[src/rtl/onetofour_tdm_demux_pkg.sv]
// Shared definitions for the 4-channel TDM receive demultiplexer.
package onetofour_tdm_demux_pkg;

  localparam int NUM_CH = 4;

  typedef enum logic {
    ST_HUNT   = 1'b0,
    ST_LOCKED = 1'b1
  } state_e;

  typedef logic [1:0] slot_t;

  localparam slot_t SLOT_A = 2'd0;
  localparam slot_t SLOT_B = 2'd1;
  localparam slot_t SLOT_C = 2'd2;
  localparam slot_t SLOT_D = 2'd3;

endpackage

[src/rtl/onetofour_tdm_demux_slot_counter.sv]
// Slot position counter: clear to slot A, load to slot B, or advance with wrap.
module tdm_slot_counter
  import onetofour_tdm_demux_pkg::*;
(
  input  logic  clk,
  input  logic  rst,
  input  logic  clr,
  input  logic  load1,
  input  logic  inc,
  output slot_t slot
);

  // Load wins over increment: a marker always restarts the frame at slot B.
  always_ff @(posedge clk) begin
    if (rst || clr)  slot <= SLOT_A;
    else if (load1)  slot <= SLOT_B;
    else if (inc)    slot <= slot + 2'd1;
  end

endmodule

[src/rtl/onetofour_tdm_demux.sv]
// TDM receive demux: aligns on SYNC, collects four slot samples, and
// publishes A..D together once per complete frame.
module onetofour_tdm_demux
  import onetofour_tdm_demux_pkg::*;
#(
  parameter int WIDTH = 1
) (
  input  logic             CLK,
  input  logic             RST,
  input  logic             EN,
  input  logic [WIDTH-1:0] DIN,
  input  logic             SYNC,
  output logic [WIDTH-1:0] A,
  output logic [WIDTH-1:0] B,
  output logic [WIDTH-1:0] C,
  output logic [WIDTH-1:0] D,
  output logic             FRAME_VALID,
  output logic             SYNC_ERR,
  output logic             LOCKED,
  output logic [1:0]       SLOT
);

  state_e state, state_d;
  slot_t  slot;

  // Slot D is never shadowed; it goes straight from DIN to D.
  logic [NUM_CH-2:0][WIDTH-1:0] shadow;
  logic [NUM_CH-2:0]            cap_vec;

  logic cap0, cap_mid, out_upd, err, cnt_clr, cnt_load, cnt_inc;

  tdm_slot_counter u_slot_cnt (
    .clk   (CLK),
    .rst   (RST),
    .clr   (cnt_clr),
    .load1 (cnt_load),
    .inc   (cnt_inc),
    .slot  (slot)
  );

  always_ff @(posedge CLK) begin
    if (RST) state <= ST_HUNT;
    else     state <= state_d;
  end

  always_comb begin
    state_d = state;
    if (EN) begin
      unique case (state)
        ST_HUNT:   if (SYNC) state_d = ST_LOCKED;
        ST_LOCKED: if (slot == SLOT_A && !SYNC) state_d = ST_HUNT;
        default:   state_d = ST_HUNT;
      endcase
    end
  end

  always_comb begin
    cap0     = 1'b0;
    cap_mid  = 1'b0;
    out_upd  = 1'b0;
    err      = 1'b0;
    cnt_clr  = 1'b0;
    cnt_load = 1'b0;
    cnt_inc  = 1'b0;
    if (EN) begin
      unique case (state)
        ST_HUNT: begin
          if (SYNC) begin
            cap0     = 1'b1;
            cnt_load = 1'b1;
          end
        end
        ST_LOCKED: begin
          if (slot == SLOT_A) begin
            if (SYNC) begin
              cap0     = 1'b1;
              cnt_load = 1'b1;
            end else begin
              err     = 1'b1;
              cnt_clr = 1'b1;
            end
          end else if (SYNC) begin
            // Early marker: drop the partial frame and restart on this sample.
            err      = 1'b1;
            cap0     = 1'b1;
            cnt_load = 1'b1;
          end else if (slot == SLOT_D) begin
            out_upd = 1'b1;
            cnt_inc = 1'b1;
          end else begin
            cap_mid = 1'b1;
            cnt_inc = 1'b1;
          end
        end
        default: ;
      endcase
    end
  end

  always_comb begin
    cap_vec    = '0;
    cap_vec[0] = cap0;
    for (int k = 1; k < NUM_CH - 1; k++)
      cap_vec[k] = cap_mid && (slot == 2'(k));
  end

  always_ff @(posedge CLK) begin
    if (RST) begin
      shadow      <= '0;
      A           <= '0;
      B           <= '0;
      C           <= '0;
      D           <= '0;
      FRAME_VALID <= 1'b0;
      SYNC_ERR    <= 1'b0;
    end else begin
      FRAME_VALID <= out_upd;
      SYNC_ERR    <= err;
      for (int k = 0; k < NUM_CH - 1; k++)
        if (cap_vec[k]) shadow[k] <= DIN;
      if (out_upd) begin
        A <= shadow[0];
        B <= shadow[1];
        C <= shadow[2];
        D <= DIN;
      end
    end
  end

  assign LOCKED = (state == ST_LOCKED);
  assign SLOT   = slot;

endmodule
[config.mk]
export PLATFORM = sky130hd
export DESIGN_NAME = onetofour_tdm_demux
export DESIGN_NICKNAME = d
export VERILOG_FILES = /design/src/rtl/onetofour_tdm_demux_pkg.sv /design/src/rtl/onetofour_tdm_demux_slot_counter.sv /design/src/rtl/onetofour_tdm_demux.sv
export SDC_FILE = /design/constraint.sdc
export NUM_CORES = 1
export LEC_CHECK = 0
export ABC_AREA = 1
export CAP_MARGIN = 25
export CORE_AREA = 2 2 39 41
export DETAILED_ROUTE_END_ITERATION = 10
export DIE_AREA = 0 0 41 43
export MAX_ROUTING_LAYER = met4
export PLACE_DENSITY = 0.73
export SYNTH_ARGS = -nofsm -noshare
export SYNTH_HDL_FRONTEND = slang
export SYNTH_HIERARCHICAL = 1
export SYNTH_SLANG_ARGS = --single-unit
[constraint.sdc]
create_clock -name CLK -period 2.42 [get_ports CLK]
set_input_delay 0.484 -clock CLK [delete_from_list [all_inputs] [get_ports CLK]]
set_output_delay 0.484 -clock CLK [all_outputs]
set_load 0.02 [all_outputs]
=== Word-level counts from Yosys, hierarchy flattened ===
Index checks and enable logic that the tools add are counted.

* Flip-flop bits (word level): 12
* Input port bits: 5
* Output and inout port bits: 9
* Logic and storage cells: 51

* Add/sub/neg operators: 1
* Equality and inequality tests: 3
* Multiplexer cells: 24
* Bitwise gates (word level): 2
* Reductions and logical operators: 9

{| class="wikitable"
|+ Operator list
! kind !! count
|-
| 1-bit two-way mux || 23
|-
| 2-bit == test (second input constant) || 2
|-
| 1-bit logical AND || 3
|-
| 3-bit OR reduction || 1
|-
| 2-bit by 1-bit adder with 2-bit output (second input constant) || 1
|-
| 2-bit by 1-bit == test with 1-bit output (second input constant) || 1
|-
| 2-bit logical NOT || 1
|-
| 1-bit inverter || 2
|-
| 1-bit one-hot mux with 2 select lines || 1
|-
| 2-bit nonzero test || 1
|-
| 2-bit OR reduction || 1
|-
| 1-bit logical NOT || 1
|-
| 1-bit logical OR || 1
|}

=== Depth between registers and ports, before layout ===
Gate-level depths: netlist of run 1.

* Word-level depth: 7
* Mapped depth: 9
* Depth with buffers taken out: 9

=== Hierarchy ===
Netlist of run 1, hierarchy kept.

{| class="wikitable"
|+ By module, submodules not included
! module !! times used !! cells an instance !! area each (um^2) !! seq. area each (um^2)
|-
| onetofour_tdm_demux || 1 || 66 || 475.5 || 200.2
|-
| tdm_slot_counter || 1 || 18 || 110.1 || 40.0
|}

=== Worst setup path before layout of run 1 ===
Ideal clock, no wire load.

* Path type: register -> register
* Start: register u_slot_cnt.slot[0]
* End: register u_slot_cnt.slot[0]
* Setup time: 0.114 ns
* Arrival time: 1.191 ns
* Data required time: 2.306 ns
* Slack: 1.116 ns
* Cell stages (with the launch flop): 9
* Path buffers: 0
* Clock period less this slack: 1.304 ns
* Path through: dfxtp_1 -> nor2_1 -> inv_1 -> ha_1 -> inv_1 -> nor2_1 -> nand2_1 -> nand2_1 -> a21oi_2

* Longest elaborated chain between the ends: 5
* Elaborated cells on any way between the ends: 12
* Those cells by class: add/sub (1); mux (8); reduce/logical (3)

{| class="wikitable"
|+ Ends and longest elaborated chain
! what !! RTL line !! RTL
|-
| start, declared || onetofour_tdm_demux_slot_counter.sv:10 || <nowiki>output slot_t slot</nowiki>
|-
| start signal, assigned || onetofour_tdm_demux_slot_counter.sv:17 || <nowiki>else if (inc) slot <= slot + 2'd1;</nowiki>
|-
| 2-bit logical NOT || onetofour_tdm_demux.sv:74 || <nowiki>if (slot == SLOT_A) begin</nowiki>
|-
| 1-bit two-way mux || onetofour_tdm_demux.sv:74 ||
|-
| 1-bit two-way mux || onetofour_tdm_demux.sv:66 || <nowiki>unique case (state)</nowiki>
|-
| 1-bit two-way mux || onetofour_tdm_demux.sv:65 || <nowiki>if (EN) begin</nowiki>
|-
| named net cnt_inc || onetofour_tdm_demux.sv:30 || <nowiki>logic cap0, cap_mid, out_upd, err, cnt_clr, cnt_load, cnt_inc;</nowiki>
|-
| 2-bit nonzero test (no source line) || -- ||
|}

The timed path passes the listed nets, and every way through them passes these cells. The select of a mux whose other input is x is not followed.
A chain may end at the register's enable or synchronous reset.

=== Worst setup path in the final report of run 1 ===
* Start: register u_slot_cnt.slot[0]
* End: output SLOT[0]

{| class="wikitable"
|+ RTL lines
! what !! RTL line !! RTL
|-
| end, declared || onetofour_tdm_demux.sv:20 || <nowiki>output logic [1:0] SLOT</nowiki>
|}

No word-level cell between the ends.

==> results of run 1 <==
==> layout by cell type (no fill, tap or decap) <==
cell type                         netlist  final
sky130_fd_sc_hd__inv_1                 16     16
sky130_fd_sc_hd__nand2_1               15     15
sky130_fd_sc_hd__nor2_1                13     13
sky130_fd_sc_hd__clkdlybuf4s50_1        0     13
sky130_fd_sc_hd__dfxtp_1               12     12
sky130_fd_sc_hd__nand3_1                8      8
sky130_fd_sc_hd__a21oi_1                5      5
sky130_fd_sc_hd__a21oi_2                3      3
sky130_fd_sc_hd__clkbuf_4               0      3
sky130_fd_sc_hd__o21ai_0                2      2
sky130_fd_sc_hd__ha_1                   2      2
sky130_fd_sc_hd__inv_2                  1      1
sky130_fd_sc_hd__nand2_2                1      1
sky130_fd_sc_hd__nor4_1                 1      1
sky130_fd_sc_hd__clkinv_1               1      1
sky130_fd_sc_hd__nor2_4                 1      1
sky130_fd_sc_hd__clkinv_2               1      1
sky130_fd_sc_hd__clkbuf_8               0      1
sky130_fd_sc_hd__nor2_2                 1      1
==> through the flow <==
stage / hold slack [ps] / power, mW
2_1_floorplan: 431 / 0.237
3_3_place_gp: 446 / 0.255
3_5_place_dp: 450 / 0.256
4_1_cts: 461 / 0.417
5_1_grt: 498 / 0.435
6_report: 457 / 0.409
==> worst register-to-register path, cell delays in order (launching register included) <==
cell	delay [ps]
sky130_fd_sc_hd__dfxtp_1	460
sky130_fd_sc_hd__nor2_1	100
sky130_fd_sc_hd__inv_1	70
sky130_fd_sc_hd__ha_1	130
sky130_fd_sc_hd__inv_1	30
sky130_fd_sc_hd__nor2_1	170
sky130_fd_sc_hd__nand2_1	90
sky130_fd_sc_hd__nand2_1	70
sky130_fd_sc_hd__nand2_1	50
sky130_fd_sc_hd__nor2_2	70
==> final timing paths <==
path	from	end	cells past startpoint
worst max-delay path	u_slot_cnt/slot[0]$_SDFFE_PP0P_	SLOT[0]	1
worst min-delay path	shadow[0]$_SDFFE_PP0P_	shadow[0]$_SDFFE_PP0P_	2
worst max register to register	u_slot_cnt/slot[0]$_SDFFE_PP0P_	u_slot_cnt/slot[1]$_SDFFE_PP0P_	9
worst min register to register	shadow[0]$_SDFFE_PP0P_	shadow[0]$_SDFFE_PP0P_	2
==> Yosys cell counts <==
library cell,instances
sky130_fd_sc_hd__a21oi_1,5
sky130_fd_sc_hd__nor2_1,13
sky130_fd_sc_hd__buf_6,1
sky130_fd_sc_hd__dfxtp_1,12
sky130_fd_sc_hd__nor4_1,1
sky130_fd_sc_hd__nand3_1,8
sky130_fd_sc_hd__inv_1,16
sky130_fd_sc_hd__clkinv_2,1
sky130_fd_sc_hd__clkinv_1,1
sky130_fd_sc_hd__nor2_4,1
sky130_fd_sc_hd__a21oi_2,3
sky130_fd_sc_hd__nor2_2,1
sky130_fd_sc_hd__nand2_1,15
sky130_fd_sc_hd__o21ai_0,2
sky130_fd_sc_hd__ha_1,2
sky130_fd_sc_hd__nand2_2,1
sky130_fd_sc_hd__inv_2,1
==> metal layers <==
layer | track usage (%) | vias to the layer above | part of all wire [%]
met4 | 10.0 | 0 | 0.50
met2 | 21.6 | 9 | 46
met1 | 19.7 | 211 | 49
met5 | - | - | 0
li1 | - | 287 | -
met3 | 4.71 | 2 | 4.6
==> registers in the layout (all words and copies together), names as in the netlist <==
signal,flops
shadow,3
u_slot_cnt/slot,2
A,1
B,1
C,1
D,1
FRAME_VALID,1
LOCKED,1
SYNC_ERR,1
==> power by group <==
part	internal [mW]	switching (mW)	leakage (nW)	total [mW]
registers	0.201	0.00411	0.0973	0.206
clock network	0.0914	0.0671	0.0210	0.158
logic	0.0194	0.0256	0.209	0.0450
==> final cells by class <==
| cell class | count | share of cell area [%] |
|---|---|---|
| Clock buffer | 4 | 4.77 |
| Inverter | 19 | 9.54 |
| Multi-Input combinational cell | 52 | 34.4 |
| Sequential cell | 12 | 31.6 |
| Tap cell | 16 | 2.63 |
| Timing Repair Buffer | 13 | 17.1 |
==> kinds of logic (layout without fill, tap and decap cells) <==
family,after synthesis,in the layout
compound gates,10,10
fa+ha+maj,2,2
buf+inv,20,36
flops,12,12
simple gates,40,40
==> summary.txt, run 1 <==
Logic synthesis
  – Largest area contributor in the synthesized netlist: sky130_fd_sc_hd__dfxtp_1
  – Fraction of the mapped netlist area in compound gates: 10.5%
  – Register bit total from synthesis: 12
  – Number of warnings reported in the yosys synthesis log: 6
  – Post-Synthesis Cell Area: 586 um^2
  – Simple-Gate Fraction of Synth Area: 29.9%
  – Syn_nets: 91
  – Part of the Yosys area used for sequential elements: between 40 and 50%
  – Mux contribution to synthesized area: 0%
  – Count of distinct cell types in the synthesized netlist: 17
  – Arithmetic-cell share of the synthesized area counting full adders, half adders and majority gates: 4.27%
  – Main combinational cell family by area after synthesis: simple AND/OR/NAND/NOR gates
  – Synthesized area per cell: 6.97 um^2
  – Gate count of the mapped netlist: 84
  – Top post-synthesis cells by area: sky130_fd_sc_hd__dfxtp_1 (41%), sky130_fd_sc_hd__inv_1 (10%), sky130_fd_sc_hd__nand2_1 (9.6%)
  – Xor/xnor share of the synthesized area: 0%
  – Share of Yosys cell area claimed by the top area cell type: 41.0%

Drt
  – Count of unresolved DRC violations after routing: 0
  – Average wire length per cell after detail routing: roughly 8.7 um
  – Wire length reported by the detailed router: 1.01 mm
  – Number of vias after detailed routing: 509
  – TritonRoute pass-1 iters: 2
  – Remaining number of nets flagged by the antenna check after routing: 0
  – Drt via density: 4.39
  – Iter 0 DRT Violations: 1

Timing
  – RSZ-0062 raised after global routing: false
  – Shortest period the worst path allows: ~1900 ps
  – Number of hold violations in the final report: 0
  – FMAX: 0.536 GHz
  – Final setup violating endpoints: 0
  – Count of pins over their slew limit: 0
  – Remaining max-slew budget at the tightest pin: 81.1%
  – Setup Total Neg Slack: 0 ps
  – Slew at the pin closest to its max-slew limit: 282 ps
  – Final Cycle Share: 77.1%
  – Final Skew: 4.42 ps
  – Post-layout worst setup margin: 555 ps

Global routing
  – Gr usage total: 15.9%
  – Pin count of the biggest net entering global routing: 13
  – Initial antenna violation count: 0
  – Global route total overflow: 0
  – First-pass GRT wire length: 1.82 mm
  – Via count of the first global-routing pass: ~450

Setup path
  – Required time of the worst setup path: ~1900 ps
  – Kind of critical path: flip-flop to output pin
  – R2R Setup Slk: 1130 ps
  – CP Cell Sequence: clkdlybuf4s50_1
  – Data arrival time of the worst path: 1380 ps
  – Worst setup SP type: flip-flop
  – Slowest stage delay, CP: 650 ps
  – Largest fanout on the critical path: 8
  – Slowest cell on the critical path: sky130_fd_sc_hd__clkdlybuf4s50_1
  – Delay-heaviest family, CP: buffers and inverters
  – Critical path capture point type: output pin
  – Worst path bufs/invs: 1

CTS
  – Num CTS Buffers: 3
  – Number of hold buffers added after cts: 0
  – Post-CTS sizing: 0
  – Clock Pin Slew Worst Setup and Hold Paths: ~80 ps
  – Total setup buffers inserted after CTS: 0
  – CTS H-tree lvls: 1
  – Max Root-Sink Buffers: 2
  – Clock tree root buffer cell: sky130_fd_sc_hd__clkbuf_4
  – Clock latency on the worst-skew pair: 270 ps
  – TritonCTS Sinks: 12
  – TritonCTS clock tree: done

Floorplan
  – Die Footprint: 1760 um^2
  – I/O pin count: 14
  – Effective utilization at floorplan: between 40% and 50%
  – Site Rows: 14
  – Height of the die: around 43 um
  – Placeable core region: approximately 1400 um^2
  – Die extent in x: 41 um

Placement
  – Post-DP HPWL: 781 um
  – Cell area after placement: 724 um^2
  – Worst setup timing slack at the placement stage: 629 ps
  – Gp weighted congestion: just over 0.7
  – Placed cell count: 112
  – Number of port buffers: 13

Cells and area
  – Fraction of layout instances using a drive strength above 1: 12.0%
  – Post-route insts no fill: between 100 and 150
  – P&R area growth vs syn: 29.9%
  – Final net count: 108
  – Count of filler cells inserted in the layout: 141
  – Core utilization of the finished layout: 55.0%
  – Diodes inserted: 0
  – Area occupied by multi-input gates: 262 um^2
  – Register cell area after layout: 240 um^2
  – Summed area of non-filler cells in the final layout: around 760 um^2

Power and ir drop
  – VDD IR-drop max: between 0.0003 and 0.0004 V
  – Total leakage power: 0.327 nW
  – Power density over cell area: 538 nW/um^2

Status
  – Run status: completed

Run
  – Max-Cap Viols: 0

Min path
  – Path class of the lowest-slack min-delay path: flip-flop to flip-flop
Power figures use the tool's default switching activity.
==> run 2, diff against run 1 <==
==> constraint.sdc (replaced) <==
create_clock -name CLK -period 1.9 [get_ports CLK]
set_input_delay 0.38 -clock CLK [delete_from_list [all_inputs] [get_ports CLK]]
set_output_delay 0.38 -clock CLK [all_outputs]
set_load 0.02 [all_outputs]
==> run 2 against run 1 <==
Via count is 3.5% higher. Count of clock-buffer cells in the layout unchanged. Cell count unchanged. Largest power group unchanged. Die area is the same. Critical path depth stayed put. Worst hold slack better by 9.8 ps. Sequential power rose by 27%. Setup slack got worse by 430 ps. Global-route usage up 0.81 points. Non-clock buffer count did not move. Combinational power increased by 31%. Flip-flop and latch count unchanged.
==> summary.txt, run 2 (same netlist as run 1, synthesis figures left out) <==
Status
  – Run status: completed

CTS
  – Number of hold buffers added after cts: 0 (unchanged)
  – Clock Pin Slew Worst Setup and Hold Paths: 80 ps (about the same)
  – CTS H-tree lvls: 1 (unchanged)
  – TritonCTS Sinks: 12 (unchanged)
  – Post-CTS sizing: 0 (unchanged)
  – Clock tree root buffer cell: sky130_fd_sc_hd__clkbuf_4
  – Num CTS Buffers: 3 (unchanged)
  – Clock latency on the worst-skew pair: 280 ps (about the same)
  – Total setup buffers inserted after CTS: 0 (unchanged)
  – TritonCTS clock tree: done
  – Max Root-Sink Buffers: 2 (unchanged)

Power and ir drop
  – Total leakage power: 0.327 nW (unchanged)
  – Switching Share: 24.3% (+0.67 points)
  – Power dissipated by switching net loads: 0.128 mW (+32%)
  – Overall power of the completed layout: 0.526 mW (+29%)
  – Part of the total power dissipated in combinational logic: 11.2% (+0.2 points)
  – Clk pwr share: 39.1% (+0.4 points)
  – Fraction of power consumed by sequential logic: 49.8% (-0.5 points)
  – Internal power consumption: 0.398 mW (+28%)
  – VDD IR-drop max: 0.000438 V (+44%)
  – Power density over cell area: 692 nW/um^2 (+29%)

Setup path
  – Required time of the worst setup path: 1520 ps (-420 ps)
  – Slowest cell on the critical path: sky130_fd_sc_hd__clkdlybuf4s50_1
  – Delay-heaviest family, CP: buffers and inverters
  – Data arrival time of the worst path: 1390 ps (about the same)
  – CP Cell Sequence: clkdlybuf4s50_1
  – Slowest stage delay, CP: 660 ps (about the same)
  – Largest fanout on the critical path: 8 (unchanged)
  – Kind of critical path: flip-flop to output pin
  – Worst path bufs/invs: 1 (unchanged)
  – Worst setup SP type: flip-flop
  – Critical path capture point type: output pin

Global routing
  – Gr usage total: 16.7% (+0.81 points)
  – Global route total overflow: 0 (unchanged)
  – First-pass GRT wire length: 1.89 mm (+3.8%)
  – Pin count of the biggest net entering global routing: 13 (unchanged)
  – Via count of the first global-routing pass: 499 (+10%)
  – Initial antenna violation count: 0 (unchanged)

Cells and area
  – Fraction of layout instances using a drive strength above 1: 12.0% (unchanged)
  – Area occupied by multi-input gates: 262 um^2 (unchanged)
  – P&R area growth vs syn: 29.9% (unchanged)
  – Final net count: 108 (unchanged)
  – Summed area of non-filler cells in the final layout: 761 um^2 (unchanged)
  – Diodes inserted: 0 (unchanged)
  – Count of filler cells inserted in the layout: 146 (+3.5%)
  – Registers with the most flip-flops: shadow: 3 flops, u_slot_cnt/slot: 2 flops
  – Register cell area after layout: 240 um^2 (unchanged)
  – Most common cell after layout, fill and taps aside: sky130_fd_sc_hd__inv_1
  – Most used cells in the layout excluding fill and tap cells: sky130_fd_sc_hd__inv_1 (16), sky130_fd_sc_hd__nand2_1 (15), sky130_fd_sc_hd__nor2_1 (13), sky130_fd_sc_hd__clkdlybuf4s50_1 (13), sky130_fd_sc_hd__dfxtp_1 (12)
  – Number of flip-flops under the largest register name: 3 (unchanged)
  – Register name with the most flops: shadow

Timing
  – FMAX: 0.564 GHz
  – Setup Total Neg Slack: 0 ps (unchanged)
  – Final Cycle Share: around 93%
  – RSZ-0062 raised after global routing: false
  – Count of pins over their slew limit: 0 (unchanged)
  – Remaining max-slew budget at the tightest pin: 80.7% (-0.39 points)
  – Shortest period the worst path allows: about 1800 ps
  – Number of hold violations in the final report: 0 (unchanged)
  – Final Skew: 4.71 ps (+0.294 ps)
  – Post-layout worst setup margin: 127 ps (-428 ps)
  – Final setup violating endpoints: 0 (unchanged)
  – Slew at the pin closest to its max-slew limit: 288 ps (+5.85 ps)
  – Smallest hold slack: 467 ps (+9.81 ps)

Min path
  – Path class of the lowest-slack min-delay path: flip-flop to flip-flop

Floorplan
  – Die extent in x: 41 um (unchanged)
  – Die Footprint: 1760 um^2 (unchanged)
  – Effective utilization at floorplan: 42.3% (unchanged)
  – Placeable core region: 1380 um^2 (unchanged)
  – Site Rows: 14 (unchanged)
  – I/O pin count: 14 (unchanged)
  – Height of the die: 43 um (unchanged)

Placement
  – Worst setup timing slack at the placement stage: 165 ps (-464 ps)
  – Cell area after placement: 724 um^2 (unchanged)
  – Number of port buffers: 13 (unchanged)
  – Gp weighted congestion: 0.701 (-1.4%)
  – Post-DP HPWL: 805 um (+3.1%)

Drt
  – TritonRoute pass-1 iters: 3 (+1)
  – Average wire length per cell after detail routing: 9.47 um (+9.4%)
  – Remaining number of nets flagged by the antenna check after routing: 0 (unchanged)
  – Drt via density: 4.54 (+3.5%)
  – Number of vias after detailed routing: 527 (+3.5%)
  – Wire length reported by the detailed router: 1.10 mm (+9.4%)
  – Count of unresolved DRC violations after routing: 0 (unchanged)
  – Iter 0 DRT Violations: 7 (+6)

Run
  – Max-Cap Viols: 0 (unchanged)
-- run 2: cell counts in the layout (fill, tap and decap cells not counted) --
Identical to the previous run, type by type.
-- run 2: power by group through the flow --
stage / Clock, mW / Combinational, mW / Sequential [mW]
global placement: 0 / 0.0571 / 0.268
global route: 0.229 / 0.0656 / 0.263
CTS: 0.213 / 0.0594 / 0.262
floorplan: 0 / 0.0311 / 0.271
detailed placement: 0 / 0.0586 / 0.268
finish: 0.206 / 0.0588 / 0.262
-- run 2: worst paths after layout --
| check | startpoint | end | slack [ps] | cells after the start |
|---|---|---|---|---|
| min | shadow[0]$_SDFFE_PP0P_ | shadow[0]$_SDFFE_PP0P_ | 470 | 2 |
| min reg2reg | shadow[0]$_SDFFE_PP0P_ | shadow[0]$_SDFFE_PP0P_ | 470 | 2 |
| max | u_slot_cnt/slot[0]$_SDFFE_PP0P_ | SLOT[0] | 130 | 1 |
| max reg2reg | u_slot_cnt/slot[0]$_SDFFE_PP0P_ | u_slot_cnt/slot[0]$_SDFFE_PP0P_ | 550 | 9 |
-- run 2: metal layers --
layer | vias to the layer above | routed length, um | GRT usage [%]
met5 | - | 0 | -
met4 | 0 | 35 | 12.0
met3 | 5 | 49 | 4.71
met2 | 12 | 536 | 25.6
met1 | 224 | 478 | 17.1
li1 | 286 | - | -
-- run 2: layout make-up --
class                      count  area share [%]
multi-input combinational     52            34.4
timing repair buffer          13            17.1
inverter                      19            9.54
tap                           16            2.63
clock buffer                   4            4.77
sequential                    12            31.6
-- run 2: stage by stage --
stage                     utilization (%)  std cells
final                                55.0        116
after global routing                 55.0        116
after CTS                            55.0        116
after detailed placement             52.4        112
after global placement               52.4        112
after floorplan                         -         84
